File: src/rtl/skew_feed_sequencer.sv
// Tile-feed sequencer: flushes the skew stage, streams K operand rows from a
// fixed-latency buffer into it, then waits for the deepest skew channel to drain.
module skew_feed_sequencer #(
    parameter int ARRAY_SIZE = 32,
    parameter int DATA_WIDTH = 16,
    parameter int ADDR_W     = 10,
    parameter int RD_LATENCY = 2
) (
    input  logic                         clk,
    input  logic                         rst,
    input  logic                         start,
    input  logic [ADDR_W-1:0]            k_len,
    input  logic                         abort,
    output logic                         busy,
    output logic                         done,
    output logic                         buf_rd_en,
    output logic [ADDR_W-1:0]            buf_rd_addr,
    input  logic signed [DATA_WIDTH-1:0] buf_rd_data [ARRAY_SIZE],
    output logic                         skew_load_en,
    output logic                         skew_flush,
    output logic signed [DATA_WIDTH-1:0] skew_data [ARRAY_SIZE]
);

    // state  | meaning
    // IDLE   | waiting for start
    // FLUSH  | one-cycle clear of the skew shift registers
    // FEED   | one buffer read per cycle, addresses 0..K-1
    // DRAIN  | last row in flight / propagating through channel N-1
    typedef enum logic [1:0] {S_IDLE, S_FLUSH, S_FEED, S_DRAIN} state_t;

    localparam int CNT_W = $clog2(RD_LATENCY + ARRAY_SIZE);
    localparam logic [CNT_W-1:0] DRAIN_INIT = CNT_W'(RD_LATENCY + ARRAY_SIZE - 1);

    state_t                  state_q, state_d;
    logic [ADDR_W-1:0]       k_q, k_d;
    logic [ADDR_W-1:0]       addr_q, addr_d;
    logic [CNT_W-1:0]        cnt_q, cnt_d;
    logic [RD_LATENCY-1:0]   vld_q, vld_d;
    logic                    zdone_q, zdone_d;
    logic                    aflush_q, aflush_d;

    always_ff @(posedge clk) begin
        if (rst) begin
            state_q  <= S_IDLE;
            k_q      <= '0;
            addr_q   <= '0;
            cnt_q    <= '0;
            vld_q    <= '0;
            zdone_q  <= 1'b0;
            aflush_q <= 1'b0;
        end else begin
            state_q  <= state_d;
            k_q      <= k_d;
            addr_q   <= addr_d;
            cnt_q    <= cnt_d;
            vld_q    <= vld_d;
            zdone_q  <= zdone_d;
            aflush_q <= aflush_d;
        end
    end

    always_comb begin
        state_d  = state_q;
        k_d      = k_q;
        addr_d   = addr_q;
        cnt_d    = cnt_q;
        zdone_d  = 1'b0;
        aflush_d = 1'b0;
        vld_d    = vld_q << 1;
        vld_d[0] = (state_q == S_FEED);

        case (state_q)
            S_IDLE: begin
                // a start landing on the zero-length done pulse is ignored
                if (start && !zdone_q) begin
                    if (k_len == '0) begin
                        zdone_d = 1'b1;
                    end else begin
                        k_d     = k_len;
                        state_d = S_FLUSH;
                    end
                end
            end
            S_FLUSH: begin
                addr_d  = '0;
                state_d = S_FEED;
            end
            S_FEED: begin
                if (addr_q == k_q - 1'b1) begin
                    addr_d  = '0;
                    cnt_d   = DRAIN_INIT;
                    state_d = S_DRAIN;
                end else begin
                    addr_d = addr_q + 1'b1;
                end
            end
            S_DRAIN: begin
                if (cnt_q == '0) begin
                    state_d = S_IDLE;
                end else begin
                    cnt_d = cnt_q - 1'b1;
                end
            end
            default: state_d = S_IDLE;
        endcase

        if (abort && state_q != S_IDLE) begin
            state_d  = S_IDLE;
            aflush_d = 1'b1;
            vld_d    = '0;
            addr_d   = '0;
            cnt_d    = '0;
        end
    end

    assign busy         = (state_q != S_IDLE);
    assign done         = zdone_q || (state_q == S_DRAIN && cnt_q == '0);
    assign buf_rd_en    = (state_q == S_FEED);
    assign buf_rd_addr  = addr_q;
    assign skew_flush   = (state_q == S_FLUSH) || aflush_q;
    assign skew_load_en = vld_q[RD_LATENCY-1];

    always_comb begin
        for (int i = 0; i < ARRAY_SIZE; i++) begin
            skew_data[i] = skew_load_en ? buf_rd_data[i] : '0;
        end
    end

endmodule
File: config.mk
export PLATFORM = sky130hd
export DESIGN_NAME = skew_feed_sequencer
export DESIGN_NICKNAME = d
export VERILOG_FILES = /design/src/rtl/skew_feed_sequencer.sv
export SDC_FILE = /design/constraint.sdc
export NUM_CORES = 1
export LEC_CHECK = 0
export ABC_CLOCK_PERIOD_IN_PS = 2300
export BUFFER_PORTS_ARGS = -buffer_cell sky130_fd_sc_hd__buf_2
export CAP_MARGIN = 5
export CORE_AREA = 3 3 404 406
export DETAILED_ROUTE_END_ITERATION = 10
export DIE_AREA = 0 0 407 409
export GPL_ROUTABILITY_DRIVEN = 0
export PLACE_DENSITY_LB_ADDON = 0.2
export SLEW_MARGIN = 20
export SYNTH_ARGS = -nofsm -noshare
export SYNTH_HDL_FRONTEND = slang
export SYNTH_SLANG_ARGS = --single-unit
File: constraint.sdc
create_clock -name clk -period 2.3 [get_ports clk]
set_input_delay 0.23 -clock clk [delete_from_list [all_inputs] [get_ports clk]]
set_output_delay 0.23 -clock clk [all_outputs]
set_load 0.01 [all_outputs]
==> results of run 1 <==
==> cell usage in the layout, fill, tap and decap left out, types with 3 or more instances in the layout <==
| cell | netlist | routed |
|---|---|---|
| buf_12 | 0 | 8 |
| nand4_1 | 3 | 3 |
| nor2_1 | 28 | 27 |
| inv_1 | 7 | 5 |
| a21oi_1 | 9 | 8 |
| buf_2 | 1 | 1052 |
| xnor2_1 | 10 | 10 |
| o21ai_0 | 9 | 7 |
| nor2b_1 | 3 | 3 |
| a31oi_1 | 5 | 5 |
| dfxtp_2 | 0 | 4 |
| nor3_1 | 5 | 5 |
| nor3b_1 | 3 | 3 |
| and2_1 | 514 | 514 |
| buf_4 | 0 | 36 |
| dfxtp_1 | 32 | 27 |
| or3_1 | 3 | 3 |
| xor2_1 | 7 | 7 |
| nand2_1 | 14 | 14 |
| mux2i_1 | 10 | 10 |
| nand3b_1 | 3 | 3 |
| diode_2 | 0 | 34 |
| ha_1 | 8 | 7 |
| nand3_1 | 13 | 13 |
| or2_2 | 3 | 3 |
| clkbuf_16 | 0 | 6 |
==> final timing paths <==
check / end / depth (start not counted) / startpoint / slack [ns]
hold reg to reg: vld_q[1]$_SDFF_PP0_ / 1 / vld_q[0]$_SDFF_PP0_ / 0.43
setup / recovery: cnt_q[1]$_SDFFE_PP0P_ / 7 / k_q[5]$_SDFFE_PP0P_ / 0.10
hold / removal: k_q[9]$_SDFFE_PP0P_ / 3 / k_len[9] / 0.21
setup reg to reg: cnt_q[1]$_SDFFE_PP0P_ / 7 / k_q[5]$_SDFFE_PP0P_ / 0.10
==> through the flow <==
step	util, %	std cells	setup TNS, ns
6_report	8.55	4021	0
5_1_grt	8.53	4007	-0.00198
4_1_cts	8.43	3980	0
3_5_place_dp	8.34	3972	-0.0767
3_3_place_gp	8.34	3972	-0.193
2_1_floorplan	-	785	0
==> final cells by class <==
class | instances | area share [%]
multi-input cells | 682 | 31.8
repair buffers | 1097 | 41.8
well taps | 2160 | 19.7
clock inverters | 2 | 0.0731
clock buffers | 6 | 1.01
flip-flops and latches | 32 | 4.74
inverters | 8 | 0.219
diodes | 34 | 0.621
==> kinds of logic after synthesis <==
logic type / Yosys count / synth area share (%)
AO/OA/AOI/OAI: 40 / 4.98
flip-flops: 32 / 12.2
buffers and inverters: 71 / 5.45
multiplexers: 10 / 1.91
XOR/XNOR: 17 / 2.83
AND/OR/NAND/NOR: 607 / 70.7
adder cells (fa/ha/maj): 8 / 1.91
==> metal layers <==
metal,track usage [%],share of wire [%]
met4,0.986,1.7
met3,7.08,15
met5,0,0.27
met2,20.3,45
met1,14.1,38
==> timing repair <==
action                     in CTS  in global routing
pin swaps                       1                 10
cloned                          0                  1
gates resized for setup         2                 14
setup endpoints to repair       1                  7
buffers inserted                0                  7
==> registers in the layout, indices dropped and copies added, names as in the netlist <==
| signal | count |
|---|---|
| vld_q | 2 |
| cnt_q | 6 |
| zdone_q | 1 |
| buf_rd_addr | 10 |
| state_q | 2 |
| k_q | 10 |
| aflush_q | 1 |
==> worst max-delay path, delay by kind of cell (launching register included) <==
kind	cells	cell delay [ns]
flops	1	0.34
buf+inv	1	0.14
compound gates	3	0.46
simple gates	3	1.18
==> power by group through the flow <==
| stage | logic [mW] | registers [mW] | clock network, mW |
|---|---|---|---|
| after CTS | 2.68 | 0.705 | 0.708 |
| after detailed placement | 2.67 | 0.717 | 0 |
| after floorplan | 1.13 | 0.694 | 0 |
| after global placement | 2.69 | 0.717 | 0 |
| final | 2.73 | 0.705 | 0.688 |
| after global routing | 3.01 | 0.720 | 0.732 |
==> metrics.md, run 1 <==
| Metric | Value |
|---|---|
| Outcome | `complete, no violations` |
| All-layer global routing usage | `12.3%` |
| Starting Density | `3.28%` |
| Largest net degree at the start of global routing | `82` |
| Sw frac | `45.3%` |
| IO buf count | `1,052` |
| Max-cap check violation count | `0` |
| Yosys cell types | `49` |
| Via count of the first global-routing pass | `9,686` |
| Synthesized area per cell | `6.69 um^2` |
| CTS tree | `done` |
| Placement Cell Area | `13,400 um^2` |
| Dpl ws | `-0.0767 ns` |
| Leakage | `7.56 nW` |
| Via density | `2.52` |
| VDD IR max | `283 uV` |
| WHS | `0.207 ns` |
| Synth Cell Area | `5250 um^2` |
| Most frequent cell after synthesis | `and2_1` |
| CP max-delay cell | `or4_4` |
| DP Wirelength | `103 mm` |
| Final count of pins violating max slew | `0` |
| CTS Root Cell | `clkbuf_16` |
| Post-layout min period | `2.20 ns` |
| Internal Pwr Total | `2.26 mW` |
| Total power | `4.13 mW` |
| Layout fillers | `19.1k` |
| Routed WL | `109 mm` |
| Layout cell share with drive strength beyond 1 | `61.6%` |
| Main synth FF type | `dfxtp_1` |
| PwrDens | `301 nW/um^2` |
| Clock Power Share | `16.7%` |
| Worst slew pin tran | `0.546 ns` |
| Residual DRC | `0` |
| Gate power share | `66.3%` |
| YS warnings | `0` |
| Final Skew | `0.00338 ns` |
| Cell area after layout | `13,700 um^2` |
| Top post-synthesis cells by area | `and2_1 61%, dfxtp_1 12%, clkbuf_1 4.3%` |
| Max Fanout on Critical Path | `6` |
| Site row count | `147` |
| Die W | `407 um` |
| Worst min-delay path category | `in -> reg` |
| Net switching power | `1.87 mW` |
| Crit share post-route | `95.6%` |
| Fmax | `0.455 GHz` |
| Die area | `166,000 um^2` |
| Area leader, netlist | `and2_1` |
| CTS Buf Count | `5` |
| Max_slew headroom | `63.2%` |
| Worst setup margin | `0.102 ns` |
| TritonRoute pass-1 iters | `4` |
| Crit-path cells | `or4_4 -> nor2_1 -> o2111a_2 -> a21boi_4 -> buf_12 -> or4b_1 -> a21oi_1` |
| CTS Buffer Depth | `2` |
| Io pins | `1,053` |
| Remaining antenna violation count | `0` |
| CP startpoint kind | `flip-flop` |
| CP peak stage delay | `0.54 ns` |
| Post-synthesis cell count | `785` |
| Syn_nets | `1,319` |
| H-tree depth | `2` |
| Post-synth top cells | `514 x and2_1, 60 x clkbuf_1, 32 x dfxtp_1, 28 x nor2_1, 14 x nand2_1` |
| Critical path endpoint category | `flip-flop` |
| Clk sinks | `32` |
| CTS Hold Bufs | `0` |
| Core area | `160,000 um^2` |
| DRC marker count from the first detailed-route iteration | `440` |
| Per-cell routed wire length | `27.1 um` |
| Number of synthesized flops with an enable pin | `0` |
| Seq cells post-synth | `32` |
| GRT Residual Overflow | `0` |
| Area Growth Syn to Fin | `161%` |
| Crit Path Class | `reg -> reg` |
| # setup viols final | `0` |
| Clock-pin slew on the worst setup and hold paths | `0.05 ns` |
| Worst Path Arrival | `2.40 ns` |
| Fin nets | `2,360` |
| Yosys top cell area share | `61.2%` |
| Multi-input logic area | `4360 um^2` |
| Hold Violations, Final | `0` |
| Vias | `10.1k` |
| Ys async rst share | `0%` |
| CP required | `2.51 ns` |
| Die height | `409 um` |
| Reg area | `649 um^2` |
| Post-synthesis sequential area ratio | `12.2%` |
| Sequential share of power | `17.1%` |
| Initial antenna violation count | `177` |
| Global-route wire length before repair | `127 mm` |
| Clock Latency Late Sink | `0.28 ns` |
(Power assumes the default switching activity.)
==> run 2: changes to the inputs <==
Settings changed: ABC_AREA set to 1, ABC_CLOCK_PERIOD_IN_PS 2300 to 2500, CORE_AREA 3 3 404 406 to 3 3 412 414, DIE_AREA 0 0 407 409 to 0 0 415 417.
Clock period 2.3 ns to 2.5 ns, I/O delays scaled along.
==> run 2 against run 1 <==
Net effect: clock power rose by 5.1%; first-iteration DRC count rose by 24%; critical path depth fell by 3; sequential share of layout area fell by 0.14 points; wire length rose by 6.9%; synthesized cell count rose by 71%; sequential power fell by 3.0%; non-clock buffer count fell by 29; sequential cell count did not move; via count rose by 19%; count of clock-buffer cells in the layout fell by 1; largest power group unchanged; worst setup slack improved by 0.27 ns.
==> metrics.md, run 2 <==
| Metric | Value |
|---|---|
| Outcome | `complete, no violations` |
| Clock Latency Late Sink | `0.28 ns (about the same)` |
| Synth Cell Area | `5860 um^2 (+12%)` |
| R2R setup slack | `0.43 ns (+0.33 ns)` |
| Starting Density | `3.52% (+0.24 points)` |
| Hold Crit Start | `abort` |
| Syn_nets | `1,875 (+42%)` |
| Post-synthesis sequential area ratio | `10.9% (-1.3 points)` |
| Yosys cell types | `25 (-49%)` |
| Post-CTS setup buffers | `0 (unchanged)` |
| YS warnings | `0 (unchanged)` |
| PwrDens | `322 nW/um^2 (+6.7%)` |
| Post-layout min period | `2.13 ns` |
| Max Fanout on Critical Path | `90 (+84)` |
| Initial antenna violation count | `214 (+21%)` |
| Reg2reg start | `k_q[0]$_SDFFE_PP0P_` |
| Vias | `12.1k (+19%)` |
| CTS Hold Bufs | `0 (unchanged)` |
| Most common cell after layout, fill and taps aside | `buf_2` |
| Yosys top cell area share | `36.8% (-24 points)` |
| CP startpoint kind | `flip-flop` |
| Global-route wire length before repair | `140 mm (+10%)` |
| WHS | `0.224 ns (+0.0171 ns)` |
| VDD IR max | `205 uV (-28%)` |
| CTS Root Cell | `clkbuf_16` |
| Main synth FF type | `dfxtp_1` |
| DP Wirelength | `111 mm (+7.6%)` |
| Final Skew | `0.00684 ns (+0.00346 ns)` |
| Post-synthesis cell count | `1,341 (+71%)` |
| Dpl ws | `0.423 ns (+0.499 ns)` |
| Number of synthesized flops with an enable pin | `0 (unchanged)` |
| H-tree depth | `2 (unchanged)` |
| Die W | `415 um (+2.0%)` |
| Largest net degree at the start of global routing | `96 (+17%)` |
| Seq cells post-synth | `32 (unchanged)` |
| Clk sinks | `32 (unchanged)` |
| Die height | `417 um (+2.0%)` |
| Crit Path Class | `reg -> out` |
| Remaining antenna violation count | `0 (unchanged)` |
| Per-cell routed wire length | `25.5 um (-5.9%)` |
| Most frequent cell after synthesis | `nand2_1` |
| Setup_tns | `0 ns (unchanged)` |
| Site row count | `150 (+2.0%)` |
| Clock-pin slew on the worst setup and hold paths | `0.05 ns (about the same)` |
| Residual DRC | `0 (unchanged)` |
| Worst slew pin tran | `0.585 ns (+0.0386 ns)` |
| IO buf count | `1,052 (unchanged)` |
| # setup viols final | `0 (unchanged)` |
| DRC marker count from the first detailed-route iteration | `547 (+24%)` |
| Max_slew headroom | `60.7% (-2.5 points)` |
| CP required | `2.25 ns (-0.26 ns)` |
| Post-CTS sizing | `0 (-2)` |
| Top post-synthesis cells by area | `nand2_1 37%, inv_1 34%, dfxtp_1 11%` |
| CTS Buffer Depth | `2 (unchanged)` |
| R2r endpoint | `buf_rd_addr[9]$_SDFFE_PP0P_` |
| Commonest non-fill, non-tap cells in the layout | `1,052 x buf_2, 574 x nand2_1, 538 x inv_1` |
| Post-synth top cells | `574 x nand2_1, 538 x inv_1, 58 x clkbuf_1, 40 x nor2_1, 32 x dfxtp_1` |
| All-layer global routing usage | `12.7% (+0.48 points)` |
| Via density | `2.64 (+4.7%)` |
| Via count of the first global-routing pass | `11.7k (+20%)` |
| Hold-critical path endpoint | `aflush_q$_SDFF_PP0_` |
| Layout cell share with drive strength beyond 1 | `46.2% (-15 points)` |
| Crit share post-route | `85.2%` |
| CTS Buf Count | `5 (unchanged)` |
| Area Growth Syn to Fin | `139%` |
| Ys async rst share | `0% (unchanged)` |
| RSZ-0062 raised after global routing | `no` |
| Critical path endpoint category | `output port` |
| Total power | `4.51 mW (+9.2%)` |
| Max-cap check violation count | `0 (unchanged)` |
| Hold Violations, Final | `0 (unchanged)` |
| Io pins | `1,053 (unchanged)` |
| CTS tree | `done` |
| Leakage | `11.4 nW (+50%)` |
| Fin nets | `2,890 (+22%)` |
| Core area | `167,000 um^2 (+4.0%)` |
| Worst min-delay path category | `in -> reg` |
| Area leader, netlist | `nand2_1` |
| TritonRoute pass-1 iters | `4 (unchanged)` |
| Worst setup margin | `0.371 ns (+0.269 ns)` |
| R2r worst-path depth | `13 (+6)` |
| Worst Path Arrival | `1.88 ns (-0.52 ns)` |
| Die area | `173,000 um^2 (+4.0%)` |
| Fmax | `0.470 GHz` |
| Hold Path Stages | `3 (unchanged)` |
| Synthesized area per cell | `4.37 um^2 (-35%)` |
| Routed WL | `116 mm (+6.9%)` |
| GRT Residual Overflow | `0 (unchanged)` |
| Final count of pins violating max slew | `0 (unchanged)` |
==> run 2: metal layers <==
layer | up-vias | GRT usage (%) | routed length, um
met5 | - | 0 | 0
li1 | 5542 | - | -
met4 | 0 | 0.554 | 3060
met1 | 5184 | 13.9 | 43700
met3 | 422 | 7.61 | 15900
met2 | 916 | 22.1 | 53700
==> run 2: how the worst max path moves through the flow <==
stage | from | slack [ns] | endpoint | cells past startpoint
6_report | vld_q[1]$_SDFF_PP0_ | 0.37 | skew_data[157] | 4
5_1_grt | k_q[0]$_SDFFE_PP0P_ | 0.11 | buf_rd_addr[2]$_SDFFE_PP0P_ | 13
4_1_cts | vld_q[1]$_SDFF_PP0_ | 0.30 | skew_data[496] | 4
3_5_place_dp | k_q[0]$_SDFFE_PP0P_ | 0.42 | buf_rd_addr[0]$_SDFFE_PP0P_ | 13
3_3_place_gp | k_q[0]$_SDFFE_PP0P_ | 0.39 | buf_rd_addr[8]$_SDFFE_PP0P_ | 13
2_1_floorplan | state_q[0]$_SDFFE_PP0P_ | 0.68 | buf_rd_addr[8]$_SDFFE_PP0P_ | 9
==> run 2: logic make-up (layout without fill, tap and decap cells) <==
kind of cell / count (synthesis) / count (layout) / share of synthesized area [%]
adders and majority gates: 8 / 8 / 1.71
AOI/OAI and AO/OA: 27 / 27 / 2.52
DFF: 32 / 32 / 10.9
other: 0 / 6 / 0
buffers and inverters: 598 / 1614 / 38.5
xor gates and xnor gates: 19 / 19 / 2.84
and+or+nand+nor: 657 / 657 / 43.5
==> run 2: worst max-delay path, cell delays in order (launching register included) <==
cell     delay [ns]
dfxtp_4        0.65
buf_12         0.36
nand2_1        0.23
inv_1          0.10
buf_2          0.13
==> run 2: power by group <==
| part | leakage [nW] | switching, mW | internal [mW] | total (mW) |
|---|---|---|---|---|
| clock network | 0.0805 | 0.250 | 0.473 | 0.723 |
| registers | 0.261 | 0.0966 | 0.587 | 0.684 |
| logic | 11.0 | 2.00 | 1.10 | 3.10 |
==> run 2: cell type report <==
type	instances	area [um^2]
fillers	20200	153000
clock buffers	5	125
multi-input cells	711	2970
inverters	538	2020
repair buffers	1068	5450
flip-flops and latches	32	644
diodes	6	15.0
well taps	2204	2760
clock inverters	3	46.3
==> run 2: per-stage QoR <==
stage / std cells / utilization (%) / instance area (um^2)
after floorplan: 1341 / - / 5860
after global placement: 4553 / 8.30 / 13800
after detailed placement: 4553 / 8.30 / 13800
after CTS: 4561 / 8.40 / 14000
after global routing: 4562 / 8.41 / 14000
final: 4567 / 8.41 / 14000
==> run 3: changes to the inputs <==
--- a/config.mk
+++ b/config.mk
@@ -6,11 +6,10 @@
 export NUM_CORES = 1
 export LEC_CHECK = 0
-export ABC_AREA = 1
 export ABC_CLOCK_PERIOD_IN_PS = 2500
 export BUFFER_PORTS_ARGS = -buffer_cell sky130_fd_sc_hd__buf_2
 export CAP_MARGIN = 5
-export CORE_AREA = 3 3 412 414
+export CORE_AREA = 3 3 404 406
 export DETAILED_ROUTE_END_ITERATION = 10
-export DIE_AREA = 0 0 415 417
+export DIE_AREA = 0 0 407 409
 export GPL_ROUTABILITY_DRIVEN = 0
 export PLACE_DENSITY_LB_ADDON = 0.2
==> constraint.sdc (replaced) <==
create_clock -name clk -period 2.5 [get_ports clk]
set_input_delay 0.25 -clock clk [delete_from_list [all_inputs] [get_ports clk]]
set_output_delay 0.25 -clock clk [all_outputs]
set_load 0.05 [all_outputs]
==> run 3 against run 2 <==
Net effect: combinational power rose by 16%; critical path depth rose by 6; non-clock buffer count rose by 11; sequential share of layout area fell by 0.33 points; global-route usage fell by 0.49 points; clock power fell by 9.3%; maximum frequency fell by 9.4%; sequential power fell by 5.8%; wire length fell by 6.7%.
==> metrics.md, run 3 (synthesized netlist as in run 1, its figures left out) <==
| Metric | Value |
|---|---|
| CTS Hold Bufs | `0 (unchanged)` |
| # setup viols final | `0 (unchanged)` |
| Fmax | `0.425 GHz (-9.4%)` |
| Die W | `407 um (-1.9%)` |
| Max Fanout on Critical Path | `9 (-90%)` |
| Global-route wire length before repair | `127 mm (-9.3%)` |
| Initial antenna violation count | `181 (-15%)` |
| Fin nets | `2,342 (-19%)` |
| Cell area after layout | `15,100 um^2 (+7.8%)` |
| Routed WL | `109 mm (-6.7%)` |
| Die area | `166,000 um^2 (-3.8%)` |
| Critical path endpoint category | `flip-flop` |
| Residual DRC | `0 (unchanged)` |
| Worst min-delay path category | `in -> reg` |
| Crit share post-route | `94.1% (+8.9 points)` |
| IO buf count | `1,052 (unchanged)` |
| Clk sinks | `32 (unchanged)` |
| Placement Cell Area | `14,900 um^2 (+7.5%)` |
| CP delay by family, top | `compound AO/OA/AOI/OAI gates` |
| All-layer global routing usage | `12.2% (-0.49 points)` |
| Die height | `409 um (-1.9%)` |
| Crit Path Class | `reg -> reg` |
| Starting Density | `3.28% (-0.24 points)` |
| Crit-path cells | `inv_1 -> ha_1 -> xnor2_1 -> a21o_1 -> o21ai_0 -> o2111a_1 -> a21boi_2 -> buf_4 -> or4b_1 -> a21oi_1` |
| CP startpoint kind | `flip-flop` |
| Outcome | `complete, no violations` |
| DP Wirelength | `103 mm (-7.3%)` |
| RSZ-0062 raised after global routing | `no` |
| GRT Residual Overflow | `0 (unchanged)` |
| Worst setup margin | `0.148 ns (-0.222 ns)` |
| CP max-delay cell | `or4b_1` |
| Setup_tns | `0 ns (unchanged)` |
| H-tree depth | `2 (unchanged)` |
| Commonest non-fill, non-tap cells in the layout | `944 x buf_2, 514 x and2_1, 114 x buf_12` |
| Clock-pin slew on the worst setup and hold paths | `0.06 ns (about the same)` |
| CP peak stage delay | `0.50 ns (-0.15 ns)` |
| TritonRoute pass-1 iters | `4 (unchanged)` |
| Worst Path Arrival | `2.56 ns (+0.68 ns)` |
| Hold Crit Start | `k_len[9]` |
| Vias | `10.2k (-16%)` |
| CTS Buffer Depth | `2 (unchanged)` |
| CP bufs+invs | `2 (-1)` |
| Site row count | `147 (-2.0%)` |
| Hold Violations, Final | `0 (unchanged)` |
| Max_slew headroom | `63.1% (+2.4 points)` |
| Most common cell after layout, fill and taps aside | `buf_2` |
| Io pins | `1,053 (unchanged)` |
| Via count of the first global-routing pass | `9,689 (-17%)` |
| CTS Buf Count | `5 (unchanged)` |
| Final Skew | `0.00358 ns (-0.00326 ns)` |
| Final count of pins violating max slew | `0 (unchanged)` |
| Non-Filler Instances | `4,006 (-12%)` |
| Post-layout min period | `2.35 ns (+0.222 ns)` |
| Layout cell share with drive strength beyond 1 | `60.6% (+14 points)` |
| Area Growth Syn to Fin | `188%` |
| Dpl ws | `0.125 ns (-0.297 ns)` |
| CTS tree | `done` |
| Per-cell routed wire length | `27.1 um (+6.4%)` |
| Max-cap check violation count | `0 (unchanged)` |
| Layout fillers | `19.0k (-6.3%)` |
| CP required | `2.70 ns (+0.45 ns)` |
| Leakage | `7.73 nW (-32%)` |
| Crit. Startpoint | `k_q[0]$_SDFFE_PP0P_` |
| Clock Latency Late Sink | `0.28 ns (about the same)` |
| PwrDens | `324 nW/um^2 (+0.64%)` |
| Placed Cells incl. Taps | `3,961 (-13%)` |
| VDD IR max | `283 uV (+38%)` |
| Reg2reg start | `k_q[0]$_SDFFE_PP0P_` |
| Via density | `2.54 (-4.0%)` |
| Core area | `160,000 um^2 (-3.9%)` |
| CTS Root Cell | `clkbuf_16` |
| Largest net degree at the start of global routing | `121 (+26%)` |
| Worst slew pin tran | `0.548 ns (-0.0368 ns)` |
| Remaining antenna violation count | `0 (unchanged)` |
| DRC marker count from the first detailed-route iteration | `418 (-24%)` |
==> run 3: changes by cell type in the layout (fill, tap and decap cells not counted), moves of 7 or more <==
cell,delta
buf_4,+10
buf_2,-108
mux2i_1,+10
buf_12,+109
diode_2,+32
nand2_1,-560
and2_1,+514
nand3_1,-7
a21oi_1,-8
inv_1,-531
nor2_1,-12
==> run 3: path summary, 6_finish.rpt <==
check	cells past startpoint	slack [ns]	endpoint
worst max-delay path	10	0.15	cnt_q[1]$_SDFFE_PP0P_
worst min-delay path	3	0.24	k_q[9]$_SDFFE_PP0P_
worst max register to register	10	0.15	cnt_q[1]$_SDFFE_PP0P_
worst min register to register	1	0.43	vld_q[1]$_SDFF_PP0_
==> run 3: through the flow <==
| stage | power (mW) | hold slack [ns] | utilization (%) |
|---|---|---|---|
| 6_report | 4.89 | 0.238 | 9.44 |
| 2_1_floorplan | 2.70 | 0.322 | - |
| 3_3_place_gp | 4.33 | 0.436 | 9.28 |
| 4_1_cts | 4.99 | 0.228 | 9.38 |
| 5_1_grt | 5.19 | 0.244 | 9.40 |
| 3_5_place_dp | 4.31 | 0.429 | 9.28 |
==> run 3: area by class of cell <==
cell class | instances | area (um^2) | share of cell area (%)
repair buffers | 1079 | 7160 | 47.4
multi-input cells | 682 | 4330 | 28.6
well taps | 2160 | 2700 | 17.9
flip-flops and latches | 32 | 644 | 4.26
clock buffers | 7 | 153 | 1.01
diodes | 38 | 95.1 | 0.629
inverters | 8 | 30.0 | 0.199
==> run 3: repair_timing <==
item | CTS | global route
resized for setup | 0 | 2
endpoints found under the setup margin | 0 | 1
buffers inserted | 0 | 0
==> run 3: routing by layer <==
layer | GRT usage (%) | up-vias | wire length, um
met5 | 0 | - | 369
met2 | 20.0 | 812 | 49400
met4 | 1.48 | 52 | 1780
met3 | 7.35 | 195 | 15500
li1 | - | 4524 | -
met1 | 13.9 | 4573 | 41600
==> run 3: worst register-to-register path, stage by stage, from the launching register on <==
cell and delay [ns]:
dfxtp_1 0.33, inv_1 0.05, ha_1 0.25, xnor2_1 0.15, a21o_1 0.18, o21ai_0 0.18, o2111a_1 0.24, a21boi_2 0.08
buf_4 0.17, or4b_1 0.50, a21oi_1 0.15
==> run 3: power by group <==
part           total, mW  internal [mW]  switching [mW]
combinational       3.59           1.19            2.40
sequential         0.644          0.574          0.0700
clock              0.656          0.419           0.238
total               4.89           2.18            2.71
